--- src/rtl/fp_ieee_to_flopoco.sv ---
// fp_ieee_to_flopoco: two-stage valid/ready converter from IEEE-style minifloat to FloPoCo format,
// flushing subnormals to zero and counting flushed words delivered.
module fp_ieee_to_flopoco #(
  parameter int WE = 4,
  parameter int WF = 3,
  parameter int ID = 1
) (
  input  logic              clk,
  input  logic              rst,
  input  logic              in_valid,
  output logic              in_ready,
  input  logic [WE+WF:0]    in_data,
  output logic              out_valid,
  input  logic              out_ready,
  output logic [WE+WF+2:0]  out_data,
  output logic              out_flush,
  output logic [15:0]       flush_cnt
);
  // The instance tag only names the instance; it folds into a zero constant.
  localparam logic [15:0] CNT_RST = 16'(ID) & 16'h0000;
  logic              s1_valid_q, s1_flush_q, flush_d, out_valid_q, out_flush_q, s1_adv, s2_adv;
  logic [WE+WF:0]    s1_word_q;
  logic [1:0]        s1_exc_q, exc_d;
  logic [WE+WF+2:0]  out_data_q, out_data_d;
  logic [15:0]       flush_cnt_q;
  logic [WE-1:0]     e;
  logic [WF-1:0]     f;
  assign e = in_data[WE+WF-1:WF];
  assign f = in_data[WF-1:0];
  always_comb begin
    s2_adv     = !out_valid_q | out_ready;
    s1_adv     = !s1_valid_q | s2_adv;
    in_ready   = s1_adv & !rst;
    exc_d      = e == '0 ? 2'b00 : e == '1 ? {1'b1, f != '0} : 2'b01;
    flush_d    = e == '0 && f != '0;
    out_data_d = {s1_exc_q, s1_word_q[WE+WF],
                  s1_exc_q == 2'b01 ? s1_word_q[WE+WF-1:0] : {(WE+WF){1'b0}}};
  end
  always_ff @(posedge clk) begin
    if (rst) begin
      s1_valid_q  <= 1'b0;
      s1_word_q   <= '0;
      s1_exc_q    <= 2'b00;
      s1_flush_q  <= 1'b0;
      out_valid_q <= 1'b0;
      out_data_q  <= '0;
      out_flush_q <= 1'b0;
      flush_cnt_q <= CNT_RST;
    end else begin
      if (s1_adv) s1_valid_q <= in_valid;
      if (s1_adv && in_valid) begin
        s1_word_q  <= in_data;
        s1_exc_q   <= exc_d;
        s1_flush_q <= flush_d;
      end
      if (s2_adv) out_valid_q <= s1_valid_q;
      if (s2_adv && s1_valid_q) begin
        out_data_q  <= out_data_d;
        out_flush_q <= s1_flush_q;
      end
      if (out_valid_q && out_ready && out_flush_q && flush_cnt_q != 16'hFFFF)
        flush_cnt_q <= flush_cnt_q + 16'd1;
    end
  end
  assign out_valid = out_valid_q;
  assign out_data  = out_data_q;
  assign out_flush = out_flush_q;
  assign flush_cnt = flush_cnt_q;
endmodule
--- config.mk ---
export PLATFORM = sky130hd
export DESIGN_NAME = fp_ieee_to_flopoco
export DESIGN_NICKNAME = d
export VERILOG_FILES = /design/src/rtl/fp_ieee_to_flopoco.sv
export SDC_FILE = /design/constraint.sdc
export NUM_CORES = 1
export LEC_CHECK = 0
export CORE_ASPECT_RATIO = 1.5
export CORE_UTILIZATION = 45
export DETAILED_ROUTE_END_ITERATION = 10
export PLACE_DENSITY = 0.7
export SYNTH_ARGS = -nofsm -noshare
export SYNTH_HDL_FRONTEND = slang
export SYNTH_SLANG_ARGS = --single-unit
--- constraint.sdc ---
create_clock -name clk -period 1.9 [get_ports clk]
set_input_delay 0.19 -clock clk [delete_from_list [all_inputs] [get_ports clk]]
set_output_delay 0.19 -clock clk [all_outputs]
set_load 0.05 [all_outputs]
**Word-level counts from Yosys, hierarchy flattened**

Cells that the tools add are included.

- Register bits: 40
- Bits of input ports: 12
- Output and inout port bits: 29

- Add/subtract/negate cells: 1
- Equal/unequal tests: 3
- Mux-type cells: 3
- Bitwise logic cells: 3
- Reductions and logical operators: 11

Operator list:

| operator | count |
|---|---|
| adder 16 x 1 -> 16 bit (second input constant) | 1 |
| != test 16 bit (second input constant) | 1 |
| two-way mux 7 bit | 1 |
| logical AND 1 bit | 6 |
| equality test 4 bit (second input constant) | 1 |
| logical NOT 4 bit | 1 |
| two-way mux 2 bit | 2 |
| logical NOT 1 bit | 3 |
| nonzero test 3 bit | 1 |
| equality test 2 x 1 -> 1 bit (second input constant) | 1 |
| bitwise OR 1 bit | 2 |
| AND 1 bit | 1 |

**Depth between registers and ports, before layout**

Gate-level depths: netlist of run 1.

- Depth in word-level cells: 4
- Gate-level depth with buffers: 6
- Mapped depth without buffers: 5

**Least setup slack after synthesis of run 1**

No wires, ideal clock.

- Kind: reg2reg
- Start point: register flush_cnt_q[0] (netlist: flush_cnt[0])
- End point: register flush_cnt_q[14] (netlist: flush_cnt[14])
- Arrival: 2047 ps
- Data required time: 1779 ps
- Slack: -268 ps
- Stages on the path, launching flop included: 7
- Path buffers: 1
- Cells stage by stage: dfxtp_1 -> ha_1 -> nand3_1 -> or2_1 -> buf_6 -> nor4_1 -> mux2_2

- Longest elaborated chain between the ends: 2

RTL lines:

| item | RTL line | text |
|---|---|---|
| start: declaration | 25 | `logic [15:0] flush_cnt_q;` |
| start signal: assignment | 62 | `flush_cnt_q <= flush_cnt_q + 16'd1;` |
| branches (longest 2 deep; another with adder 16 x 1 -> 16 bit) | - |  |

Several ways; the timed one is not identified.
A chain may end at the register's enable or synchronous reset.

**Final worst setup path of run 1**

- Start point: register flush_cnt_q[12] (netlist: flush_cnt[12])
- End point: output flush_cnt[12]

RTL lines:

| item | RTL line | text |
|---|---|---|
| end: declaration | 17 | `output logic [15:0] flush_cnt` |

No word-level cell between the ends.

==> impl_results.rst, run 1 <==
.. list-table::
   :header-rows: 1

   * - Metric
     - Value
   * - Startpoint of the most critical register-to-register path
     - flush_cnt[0]$_SDFFE_PP0P_
   * - Initial cell density of the core
     - 47.4%
   * - Synthesized net count
     - 224
   * - Worst setup EP type
     - output pin
   * - Reg-to-Reg End
     - flush_cnt[14]$_SDFFE_PP0P_
   * - Final setup fails
     - 0
   * - Area of the die
     - 4170 um2
   * - Max Buffers Root-to-Sink
     - 2
   * - CTS root buf
     - clkbuf_8
   * - Number of ports placed on the die boundary
     - 41
   * - Number of unique standard cell types used by synthesis
     - 36
   * - Commonest cells after routing, fill and taps aside
     - 43 x nand2_1, 39 x clkdlybuf4s50_1, 36 x a21oi_1, 26 x dfxtp_1, 14 x buf_4
   * - Cell family with most CP delay
     - buffers and inverters
   * - Port Buffers
     - 40
   * - Run status
     - completed
   * - Largest net degree at the start of global routing
     - 16
   * - Total area of multi-input combinational cells
     - 901 um2
   * - Clock period minus final worst setup slack
     - 1.76 ns
   * - Number of buffers inserted to repair setup after CTS
     - 0
   * - Signal arrival time at the worst endpoint
     - 1.57 ns
   * - Number of enable flip-flop cells after synthesis
     - 0
   * - Leakage
     - 0.818 nW
   * - Sink Count
     - 40
   * - Synth warnings
     - 0
   * - Cell Area, Synth
     - 1760 um2
   * - Count of fill cells added during filler insertion
     - 368
   * - Worst Path Required
     - 1.71 ns
   * - Number of buffers added by the clock tree synthesis step
     - 5
   * - Worst-path clk slew
     - 0.07 ns
   * - Slowest stage delay, CP
     - 0.85 ns
   * - Type of the worst setup path
     - flop to output pin
   * - Type of the worst min-delay path
     - flop to flop
   * - Fmax
     - 569 MHz
   * - Via Count
     - 1665
   * - Final HPWL DP
     - 2950 um
   * - Antenna violations before repair
     - 0
   * - Wire length per cell
     - 13.1 um
   * - Power Dens Cells
     - 640 nW/um2
   * - Net count, final
     - 273
   * - Number of inserted diodes
     - 0
   * - Starting DRT DRC Count
     - 18
   * - Worst clock skew
     - 0.00325 ns
   * - Cell count after synthesis
     - 211
   * - Most frequent standard cell in the layout excluding fill and tap cells
     - nand2_1
   * - Total placed instance area
     - 2290 um2
   * - Stages on the worst setup path
     - 1
   * - Detailed-route wire length
     - 3960 um
   * - End point of the critical path
     - flush_cnt[12]
   * - Yosys reg bits
     - 40
   * - Final standard cell utilization of the core
     - 64.0%
   * - Critical path launch point type
     - flop
   * - Number of cell rows
     - 27
   * - H-tree depth
     - 2
   * - Placeable Area
     - 3720 um2
   * - Number of vias per cell after detailed routing
     - 5.50
   * - First-pass GRT wire length
     - 7080 um
   * - Total power of the final layout
     - 0.00152 W
   * - Area of all sequential standard cells
     - 823 um2
   * - Worst-margin pin slew
     - 0.524 ns
   * - Average size of a mapped cell
     - 8.34 um2
   * - Insertion delay of the later-clocked pin in the worst-skew pair
     - 0.29 ns
   * - Reg2Reg Setup Slack
     - 0.15 ns
   * - Clock tree from TritonCTS
     - yes
   * - Number of max-capacitance violations reported
     - 0
   * - Maximum ir drop on the vdd rail
     - 0.645 mV
   * - Cell chain of the critical path
     - clkdlybuf4s50_1
   * - Largest driver fanout on the critical path
     - 6
   * - Reg2reg path depth
     - 5
   * - Remaining design rule violation count
     - 0
   * - Critical path buffers and inverters
     - 1
   * - Crit share post-route
     - 92.5%
   * - Top flip-flop cell by instance count after synthesis
     - dfxtp_1
   * - Number of antenna-violating nets in the routed design
     - 0
   * - Total congestion overflow
     - 0
   * - Routability Congestion
     - 0.793
   * - Number of detailed-route iterations in the first pass
     - 4
   * - Relative area change from synthesis to final layout
     - 35.1%
   * - Max stage delay cell, worst path
     - clkdlybuf4s50_1
   * - Worst setup startpoint
     - flush_cnt[12]$_SDFFE_PP0P_
   * - Tot GR Track Use
     - 22.5%
   * - Portion of the post-synthesis area used by sequential elements
     - 45.5%
   * - Die Y
     - 78.6 um
   * - Final Cell Area
     - 2380 um2
   * - Count of final max-slew check failures
     - 0
   * - Slew Limit Headroom
     - 65.0%
   * - Hold violation count in the final report
     - 0
   * - Post-synth ARST share
     - 0%
   * - Share of layout cells above drive strength 1
     - 18.5%
   * - Horizontal die dimension
     - 53.1 um
   * - Via count of the first global-routing pass
     - 1667
   * - RSZ-0062 raised after global routing
     - false
-- where the power goes --
group          leakage (nW)  internal (W)  total, W  switching [W]
Combinational         0.445     0.0000579  0.000135      0.0000768
Clock                0.0410      0.000250  0.000525       0.000275
Sequential            0.332      0.000852  0.000862      0.0000102
Total                 0.818       0.00116   0.00152       0.000362
-- metal layers --
metal,GRT usage (%),routed length [um]
met2,41.4,2100
met5,0,0
met1,23.6,1670
met3,4.65,120
met4,8.95,70
-- per-stage QoR --
step / TNS [ns] / cells / setup WS (ns) / hold WS, ns
after floorplan: 0 / 211 / 0.0284 / 0.311
after global placement: -0.0754 / 296 / -0.0388 / 0.431
after detailed placement: -0.151 / 296 / -0.0626 / 0.434
after CTS: 0 / 303 / 0.102 / 0.443
after global routing: 0 / 303 / 0.0230 / 0.456
final: 0 / 303 / 0.142 / 0.447
-- cell families (layout without fill, tap and decap cells) --
logic type | count (synthesis) | count (layout) | synth area share, %
flip-flops | 40 | 40 | 45.5
AO/OA/AOI/OAI | 51 | 51 | 16.2
multiplexers | 3 | 3 | 1.85
AND/OR/NAND/NOR | 102 | 102 | 31.9
buffers and inverters | 14 | 63 | 3.84
adder cells (fa/ha/maj) | 1 | 1 | 0.711
-- state kept, by name, indices dropped and copies added, names as in the netlist --
| signal | flops |
|---|---|
| s1_exc_q | 2 |
| flush_cnt | 16 |
| out_data | 10 |
| s1_valid_q | 1 |
| out_flush | 1 |
| s1_word_q | 8 |
| out_valid | 1 |
| s1_flush_q | 1 |
-- synthesized netlist by cell type, types with 3 or more instances --
library cell	instances	share of area, %
a21oi_1	36	10
clkbuf_1	9	1.9
dfxtp_1	40	45
nand2_1	43	9.2
nand3_1	12	3.4
nand4_1	5	1.8
nor2_1	8	1.7
nor2b_1	3	1.1
nor4_1	4	1.4
o21ai_0	4	1.1
o31ai_1	8	3.4
or4_1	7	3.0
-- worst min path at each step --
stage                                 start  cells after the start  slack (ns)                        end
floorplan                          in_valid                      2        0.31    s1_valid_q$_SDFFE_PP0N_
global placement    s1_flush_q$_SDFFE_PP0P_                      2        0.43     out_flush$_SDFFE_PP0P_
detailed placement  s1_flush_q$_SDFFE_PP0P_                      2        0.43     out_flush$_SDFFE_PP0P_
CTS                              in_data[7]                      3        0.44  s1_word_q[7]$_SDFFE_PP0P_
global route                     in_data[7]                      3        0.46  s1_word_q[7]$_SDFFE_PP0P_
finish              s1_flush_q$_SDFFE_PP0P_                      2        0.45     out_flush$_SDFFE_PP0P_
-- what timing repair did --
| item | CTS | global route |
|---|---|---|
| gates resized for setup | 0 | 2 |
| hold buffers | 0 | 0 |
| endpoints found under the setup margin | 0 | 2 |
-- final cells by class --
type,instances,area share [%]
multi-input cells,157,37.9
flip-flops and latches,40,34.6
repair buffers,54,21.7
clock buffers,6,3.05
well taps,43,2.26
inverters,2,0.316
clock inverters,1,0.210
(Power assumes the default switching activity.)
==> run 2, diff against run 1 <==
--- a/config.mk
+++ b/config.mk
@@ -9,6 +9,7 @@
 export CORE_UTILIZATION = 45
 export DETAILED_ROUTE_END_ITERATION = 10
 export PLACE_DENSITY = 0.7
+export SLEW_MARGIN = 20
 export SYNTH_ARGS = -nofsm -noshare
 export SYNTH_HDL_FRONTEND = slang
 export SYNTH_SLANG_ARGS = --single-unit
==> results of run 2 <==
The final DEF is identical to that of run 1; final timing and power are the same.
